[src/rtl/stream_cipher_unit.sv]
// Keystream cipher datapath: prefetches generator key slices into a small FIFO and
// XORs them onto a valid/ready word stream, passing sync markers through unkeyed.
module stream_cipher_unit #(
    parameter int                DATA_W          = 16,
    parameter int                KEY_W           = 32,
    parameter int                KEY_LSB         = 12,
    parameter logic [DATA_W-1:0] SYNC_WORD       = 16'hCAFE,
    parameter int                FIFO_DEPTH      = 4,
    parameter int                RESYNC_INTERVAL = 256,
    localparam int               CNT_W           = $clog2(RESYNC_INTERVAL),
    localparam int               LVL_W           = $clog2(FIFO_DEPTH) + 1
) (
    input  logic              clk,
    input  logic              rst_n,
    input  logic              mode,
    input  logic              flush,
    input  logic [DATA_W-1:0] s_data,
    input  logic              s_is_sync,
    input  logic              s_valid,
    output logic              s_ready,
    output logic [DATA_W-1:0] m_data,
    output logic              m_is_sync,
    output logic              m_valid,
    input  logic              m_ready,
    input  logic [KEY_W-1:0]  key_in,
    input  logic              key_valid,
    output logic              key_req,
    output logic              sync_due,
    output logic [CNT_W-1:0]  words_processed,
    output logic [LVL_W-1:0]  fifo_level
);

    localparam int                PTR_W    = $clog2(FIFO_DEPTH);
    localparam logic [LVL_W-1:0]  DEPTH_L  = LVL_W'(FIFO_DEPTH);
    localparam logic [CNT_W-1:0]  CNT_LAST = CNT_W'(RESYNC_INTERVAL - 1);

    logic [DATA_W-1:0] fifo_q [FIFO_DEPTH];
    logic [PTR_W-1:0]  wr_ptr_q, rd_ptr_q;
    logic [LVL_W-1:0]  level_q, level_d;
    logic              outstanding_q, outstanding_d;
    logic              key_req_q, key_req_d;
    logic              m_valid_q, m_valid_d;
    logic              m_is_sync_q, m_is_sync_d;
    logic [DATA_W-1:0] m_data_q, m_data_d;
    logic [CNT_W-1:0]  count_q, count_d;
    logic              sync_due_q, sync_due_d;
    logic              bypass, accept, pop, push, still_waiting;

    // Handshake: a word moves when valid && ready on the same rising edge; s_ready
    // never depends on s_valid, and m_data/m_is_sync hold while m_valid && !m_ready.
    assign bypass        = mode ? (s_data == SYNC_WORD) : s_is_sync;
    assign s_ready       = (!m_valid_q || m_ready) && (bypass || (level_q != '0)) && !flush;
    assign accept        = s_valid && s_ready;
    assign pop           = accept && !bypass;
    assign push          = key_valid && outstanding_q && !flush && ((level_q != DEPTH_L) || pop);
    assign still_waiting = outstanding_q && !key_valid;

    // A key arriving this cycle frees the request slot, so the next request can
    // go out on the same edge and refill runs at one key per two cycles.
    always_comb begin
        level_d       = flush ? '0 : (level_q + LVL_W'(push) - LVL_W'(pop));
        key_req_d     = !flush && !still_waiting && (level_d < DEPTH_L);
        outstanding_d = !flush && (still_waiting || key_req_d);
    end

    always_comb begin
        m_valid_d   = m_valid_q;
        m_data_d    = m_data_q;
        m_is_sync_d = m_is_sync_q;
        count_d     = count_q;
        sync_due_d  = 1'b0;
        if (flush) begin
            m_valid_d   = 1'b0;
            m_data_d    = '0;
            m_is_sync_d = 1'b0;
            count_d     = '0;
        end else begin
            if (accept) begin
                m_valid_d   = 1'b1;
                m_data_d    = bypass ? s_data : (s_data ^ fifo_q[rd_ptr_q]);
                m_is_sync_d = bypass;
            end else if (m_ready) begin
                m_valid_d = 1'b0;
            end
            if (pop) begin
                if (count_q == CNT_LAST) begin
                    count_d    = '0;
                    sync_due_d = 1'b1;
                end else begin
                    count_d = count_q + CNT_W'(1);
                end
            end
        end
    end

    always_ff @(posedge clk) begin
        if (push) begin
            fifo_q[wr_ptr_q] <= key_in[KEY_LSB +: DATA_W];
        end
    end

    always_ff @(posedge clk or negedge rst_n) begin
        if (!rst_n) begin
            wr_ptr_q      <= '0;
            rd_ptr_q      <= '0;
            level_q       <= '0;
            outstanding_q <= 1'b0;
            key_req_q     <= 1'b0;
            m_valid_q     <= 1'b0;
            m_data_q      <= '0;
            m_is_sync_q   <= 1'b0;
            count_q       <= '0;
            sync_due_q    <= 1'b0;
        end else begin
            wr_ptr_q      <= flush ? '0 : (wr_ptr_q + PTR_W'(push));
            rd_ptr_q      <= flush ? '0 : (rd_ptr_q + PTR_W'(pop));
            level_q       <= level_d;
            outstanding_q <= outstanding_d;
            key_req_q     <= key_req_d;
            m_valid_q     <= m_valid_d;
            m_data_q      <= m_data_d;
            m_is_sync_q   <= m_is_sync_d;
            count_q       <= count_d;
            sync_due_q    <= sync_due_d;
        end
    end

    assign m_data          = m_data_q;
    assign m_is_sync       = m_is_sync_q;
    assign m_valid         = m_valid_q;
    assign key_req         = key_req_q;
    assign sync_due        = sync_due_q;
    assign words_processed = count_q;
    assign fifo_level      = level_q;

endmodule

[config.mk]
export PLATFORM = sky130hd
export DESIGN_NAME = stream_cipher_unit
export DESIGN_NICKNAME = d
export VERILOG_FILES = /design/src/rtl/stream_cipher_unit.sv
export SDC_FILE = /design/constraint.sdc
export NUM_CORES = 1
export LEC_CHECK = 0
export CAP_MARGIN = 20
export CORE_UTILIZATION = 35
export CTS_CLUSTER_DIAMETER = 200
export DETAILED_ROUTE_END_ITERATION = 6
export GPL_TIMING_DRIVEN = 0
export HOLD_SLACK_MARGIN = 0.12
export PLACE_DENSITY = 0.64
export SYNTH_ARGS = -nofsm -noshare
export SYNTH_HDL_FRONTEND = slang
export SYNTH_SLANG_ARGS = --single-unit
[constraint.sdc]
create_clock -name clk -period 3.85 [get_ports clk]
set_input_delay 0.77 -clock clk [delete_from_list [all_inputs] [get_ports clk]]
set_output_delay 0.77 -clock clk [all_outputs]
set_load 0.02 [all_outputs]
# After elaboration in Yosys (flattened, before gate mapping)
# Memories as Yosys holds them, arrays and structs flattened.
# Index checks and enable logic that the tools add are counted.
[totals] ram_bits=64 inputBits=56 output_inout_bits=32 wordCells=65 mem_count=1 register_bits=36
[mem_list] name="fifo_q" words=4 width=16 rd=1 rd_ports_with_merged_regs=0 wr=1 line_no="37" text="logic [DATA_W-1:0] fifo_q [FIFO_DEPTH];"
[classes] n_reduce_logical=24 eq_ne=3 n_mux=20 bitwise=1 n_lt_le_gt_ge=1 add_sub_neg=5
[op_table] cell="16-bit two-way mux" count=3
[op_table] cell="8-bit two-way mux" count=3
[op_table] cell="16-bit equality test (second input constant)" count=1
[op_table] cell="16-bit bitwise XOR" count=1
[op_table] cell="1-bit logical AND" count=11
[op_table] cell="1-bit two-way mux" count=11
[op_table] cell="8-bit by 1-bit adder with 8-bit output (second input constant)" count=1
[op_table] cell="8-bit equality test (second input constant)" count=1
[op_table] cell="3-bit nonzero test" count=2
[op_table] cell="1-bit logical NOT" count=5
[op_table] cell="2-bit by 1-bit adder with 2-bit output" count=2
[op_table] cell="1-bit logical OR" count=4
[op_table] cell="2-bit two-way mux" count=2
[op_table] cell="2-bit nonzero test" count=2
[op_table] cell="3-bit by 1-bit adder with 3-bit output" count=1
[op_table] cell="3-bit less-than comparator (second input constant)" count=1
[op_table] cell="3-bit two-way mux" count=1
[op_table] cell="3-bit != test (second input constant)" count=1
[op_table] cell="3-bit by 1-bit subtractor with 3-bit output" count=1

# Depth between registers and ports, before layout
[logic_depth] depth_word=16 depth_mapped=13 depth_no_buf=12

# Least setup slack after synthesis
# OpenSTA, ideal clock, no wires.
[synth_timing] path_type="input to register" from="in m_ready" to="mem fifo_q[2][0], enable pin" n_path_buf=0 setup_time_ns=0.413 arrival_ns=2.815 path_stages=5 slack_ns=0.622 required_ns=3.437 path_cell_list="nand2b_2 -> nand2_1 -> a211oi_1 -> o21ai_1 -> nor3b_1"
[synth_between] elab_chain_cells=9
[synth_lines] item="start: declaration" line_no="24" text="input logic m_ready,"
[synth_lines] item="1-bit logical OR" line_no="52" text="assign s_ready = (!m_valid_q || m_ready) && (bypass || (level_q != '0)) && !flush;"
[synth_lines] item="1-bit logical AND (2 in series)" line_no="52"
[synth_lines] item="1-bit logical AND" line_no="53" text="assign accept = s_valid && s_ready;"
[synth_lines] item="1-bit logical AND" line_no="54" text="assign pop = accept && !bypass;"
[synth_lines] item="1-bit logical OR" line_no="55" text="assign push = key_valid && outstanding_q && !flush && ((level_q != DEPTH_L) || pop);"
[synth_lines] item="1-bit logical AND" line_no="55"
[synth_lines] item="1-bit two-way mux" line_no="97" text="if (push) begin"
[synth_lines] item="1-bit two-way mux (implied by the code)" line_no="98" text="fifo_q[wr_ptr_q] <= key_in[KEY_LSB +: DATA_W];"
[synth_lines] item="end: declaration" line_no="37"
# Every way passes these cells.

# Worst setup path after layout
[layout_timing] from="in s_data[5]" to="out s_ready"
[layout_between] elab_chain_cells=5
[layout_lines] item="start: declaration" line_no="17" text="input logic [DATA_W-1:0] s_data,"
[layout_lines] item="16-bit equality test" line_no="51" text="assign bypass = mode ? (s_data == SYNC_WORD) : s_is_sync;"
[layout_lines] item="1-bit two-way mux" line_no="51"
[layout_lines] item="1-bit logical OR" line_no="52"
[layout_lines] item="1-bit logical AND (2 in series)" line_no="52"
[layout_lines] item="end: declaration" line_no="20" text="output logic s_ready,"
# Every way passes these cells.

==> metrics.md <==
| Metric | Value |
|---|---|
| I/O Buffers | `71` |
| Starting density of the core | `36.0%` |
| Seq cells post-synth | `100` |
| RR Startpoint | `fifo_level[1]` |
| Worst Max-Slew Pin Slew | `0.953 ns` |
| Clk sinks | `100` |
| Core area | `12,000 sq um` |
| Top-area cell type share of the netlist area | `44.4%` |
| Largest family of logic cells by synthesized area | `simple AND/OR/NAND/NOR gates` |
| Worst-path clk slew | `0.07 ns` |
| Post-route minimum period | `3.70 ns` |
| Die Ht | `113 um` |
| Post-synth EDFFs | `64` |
| Clock Skew | `0.0104 ns` |
| Unrepaired setup endpoints after global routing | `false` |
| Top delay family on crit path | `buffers and inverters` |
| Biggest area consumer among synthesized cells | `edfxtp_1` |
| Synth top area cells | `edfxtp_1, dfrtp_1, mux4_2` |
| Post-CTS Setup Bufs | `0` |
| Die X | `113 um` |
| Cell Area, Synth | `4330 sq um` |
| Crit Path Max Fanout | `4` |
| P&R area growth vs syn | `30.6%` |
| Hold Startpoint | `m_data[2]` |
| Die Area | `12,800 sq um` |
| Slowest stage cell, crit path | `clkdlybuf4s50_1` |
| Hold path depth | `1` |
| Initial DRC Count | `215` |
| Rows | `40` |
| ANT cells | `0` |
| Asr flop ratio synth | `36.0%` |
| Layout cells sized above 1 | `17.6%` |
| Final period util | `96.1%` |
| Most frequent cells in the layout | `clkdlybuf4s50_1, edfxtp_1, dfrtp_1, nand2_1` |
| Warnings, synthesis | `0` |
| CP endpoint kind | `primary output` |
| CTS Buf Count | `9` |
| CTS Hold Bufs | `0` |
| Fin. Hold Viols | `0` |
| Skew-Pair Late Insertion Delay | `0.35 ns` |
| Slew margin rel. | `36.2%` |
| H-tree depth | `3` |
| Largest net degree at the start of global routing | `37` |
| Antenna violations before repair | `0` |
| DPL Wire Length | `7120 um` |
| Design area | `5660 sq um` |
| Global-route wire length before repair | `15,900 um` |
| Worst path max stage delay | `0.60 ns` |
| Critical path cell sequence | `clkdlybuf4s50_1, nand4_1, nor4_4, a211o_2, and3b_2, clkdlybuf4s50_1` |
| Ports | `88` |
| Number of remaining DRC errors | `0` |
| Worst Hold Path EP | `m_data[2]` |
| Commonest non-fill, non-tap cell in the layout | `clkdlybuf4s50_1` |
| Gr ovfl total | `0` |
| WHS | `0.519 ns` |
| Syn_nets | `344` |
| Drt first pass iters | `4` |
| Worst EP arrival | `2.93 ns` |
| Synth Instances | `282` |
| Maximum VDD drop | `274 uV` |
| Most used flip-flop cell after synthesis | `edfxtp_1` |
| Compound-cell area share of the yosys netlist | `9.22%` |
| Adder-Cell Fraction of Synth Area | `1.91%` |
| Pleak | `0.00202 uW` |
| Clk buf depth | `2` |
| Avg WL per Cell | `19.5 um` |
| Crit path kind | `in2out` |
| Post-synthesis area per instance | `15.4 sq um` |
| Max-Cap Viols | `0` |
| Slew Limit Fails | `0` |
| Final setup viols | `0` |
| WP data required | `3.08 ns` |
| Clk root buf | `clkbuf_16` |
| Status | `complete, no violations` |
| Synth Area in XOR/XNOR | `0.809%` |
| Drt via density | `5.42` |
| All-Layer GR Usage | `17.0%` |
| Mux cell area share after synthesis | `8.79%` |
| Pwr dens | `514 nW/um^2` |
| CTS tree | `done` |
| Via count | `2,829` |
| Most used cell, CP | `clkdlybuf4s50_1` |
| R2R setup slack | `0.81 ns` |
| Reg2Reg Capture Point | `key_req` |
| Final RePlAce weighted congestion | `0.792` |
| DRT antenna net count | `0` |
| Hold Path Class | `reg2reg` |
| Simple-Gate Fraction of Synth Area | `11.9%` |
| Critical Path Start Type | `input pin` |
| WP buf/inv | `2` |
| Dpl cell area | `5310 sq um` |
| Sequential-to-total area share from yosys stat | `65.2%` |
| Vias in the first global route | `2,888` |
| R2R depth | `13` |
| Number of distinct library cells after synthesis | `47` |
| Final wirelength | `10,200 um` |
| Nets | `432` |
| Fmax | `270 MHz` |
## stage by stage
step           power (uW)  TNS [ns]  utilization (%)  cells  setup WS [ns]
6_report             2910         0             47.1    522          0.151
5_1_grt              3020         0             47.1    522         0.0762
4_1_cts              2930         0             47.1    522          0.117
3_5_place_dp         1900    -0.437             44.2    506         -0.218
3_3_place_gp         1880    -67.44             43.5    500          -1.39
2_1_floorplan        1630         0                -    282          0.622
## state kept, by name (all words and copies together), names as in the netlist
register         cells
m_valid              1
fifo_level           3
m_data              16
words_processed      8
sync_due             1
outstanding_q        1
rd_ptr_q             2
m_is_sync            1
wr_ptr_q             2
key_req              1
fifo_q              64
## synth_stat cells (2+ instances only)
library cell / count
a21oi_1: 4
a221o_1: 9
a221o_2: 7
buf_2: 2
buf_4: 2
buf_6: 3
clkbuf_1: 4
dfrtp_1: 36
edfxtp_1: 64
ha_1: 5
inv_1: 4
mux2i_1: 2
mux4_2: 16
nand2_1: 22
nand2b_1: 15
nand3_1: 5
nand3b_1: 4
nor2_1: 14
nor2b_1: 5
nor3_1: 4
nor3b_1: 7
o21ai_0: 5
o22ai_1: 16
or3_1: 2
xnor2_1: 3
## cell type report
type	instances	area (sq um)
Sequential cell	100	2820
Buffer	12	77.6
Clock inverter	6	111
Tap cell	147	184
Timing Repair Buffer	77	781
Multi-Input combinational cell	166	1440
Clock buffer	10	229
Fill cell	1081	6360
Inverter	4	15.0
## power breakdown
group | internal, uW | total, uW | leakage, uW | switching, uW
Clock | 637 | 1030 | 0.000165 | 392
Sequential | 1220 | 1280 | 0.00107 | 56.1
Combinational | 297 | 604 | 0.000789 | 307
Total | 2150 | 2910 | 0.00202 | 755
## how the worst max path moves through the flow
| stage | to | from | depth (start not counted) | slack (ns) |
|---|---|---|---|---|
| after floorplan | fifo_q[2][0] | m_ready | 5 | 0.62 |
| after global placement | fifo_q[2][10] | flush | 6 | -1.39 |
| after detailed placement | key_req | s_data[4] | 13 | -0.22 |
| after CTS | key_req | s_data[4] | 13 | 0.12 |
| after global routing | key_req | flush | 13 | 0.08 |
| final | s_ready | s_data[5] | 6 | 0.15 |
## timing repair
action                                  4_1_cts  5_1_grt
endpoints found under the setup margin        0        2
resized for setup                             0        1
hold endpoints to repair                      0        0
## routing by layer
layer | vias up | part of all wire (%) | wire length, um | GRT usage, %
met5 | - | 0 | 0 | 0
met4 | 0 | 1.2 | 121 | 7.28
met3 | 12 | 6.3 | 641 | 3.27
met2 | 99 | 46 | 4690 | 25.7
met1 | 1434 | 46 | 4730 | 23.9
li1 | 1284 | - | - | -
## cells by family after synthesis
| group | after synthesis |
|---|---|
| muxes | 18 |
| DFF | 100 |
| and+or+nand+nor | 88 |
| xor gates and xnor gates | 4 |
| adders and majority gates | 6 |
| buffers and inverters | 16 |
| AOI/OAI and AO/OA | 50 |
No activity file was read; power rests on OpenSTA's default activity.
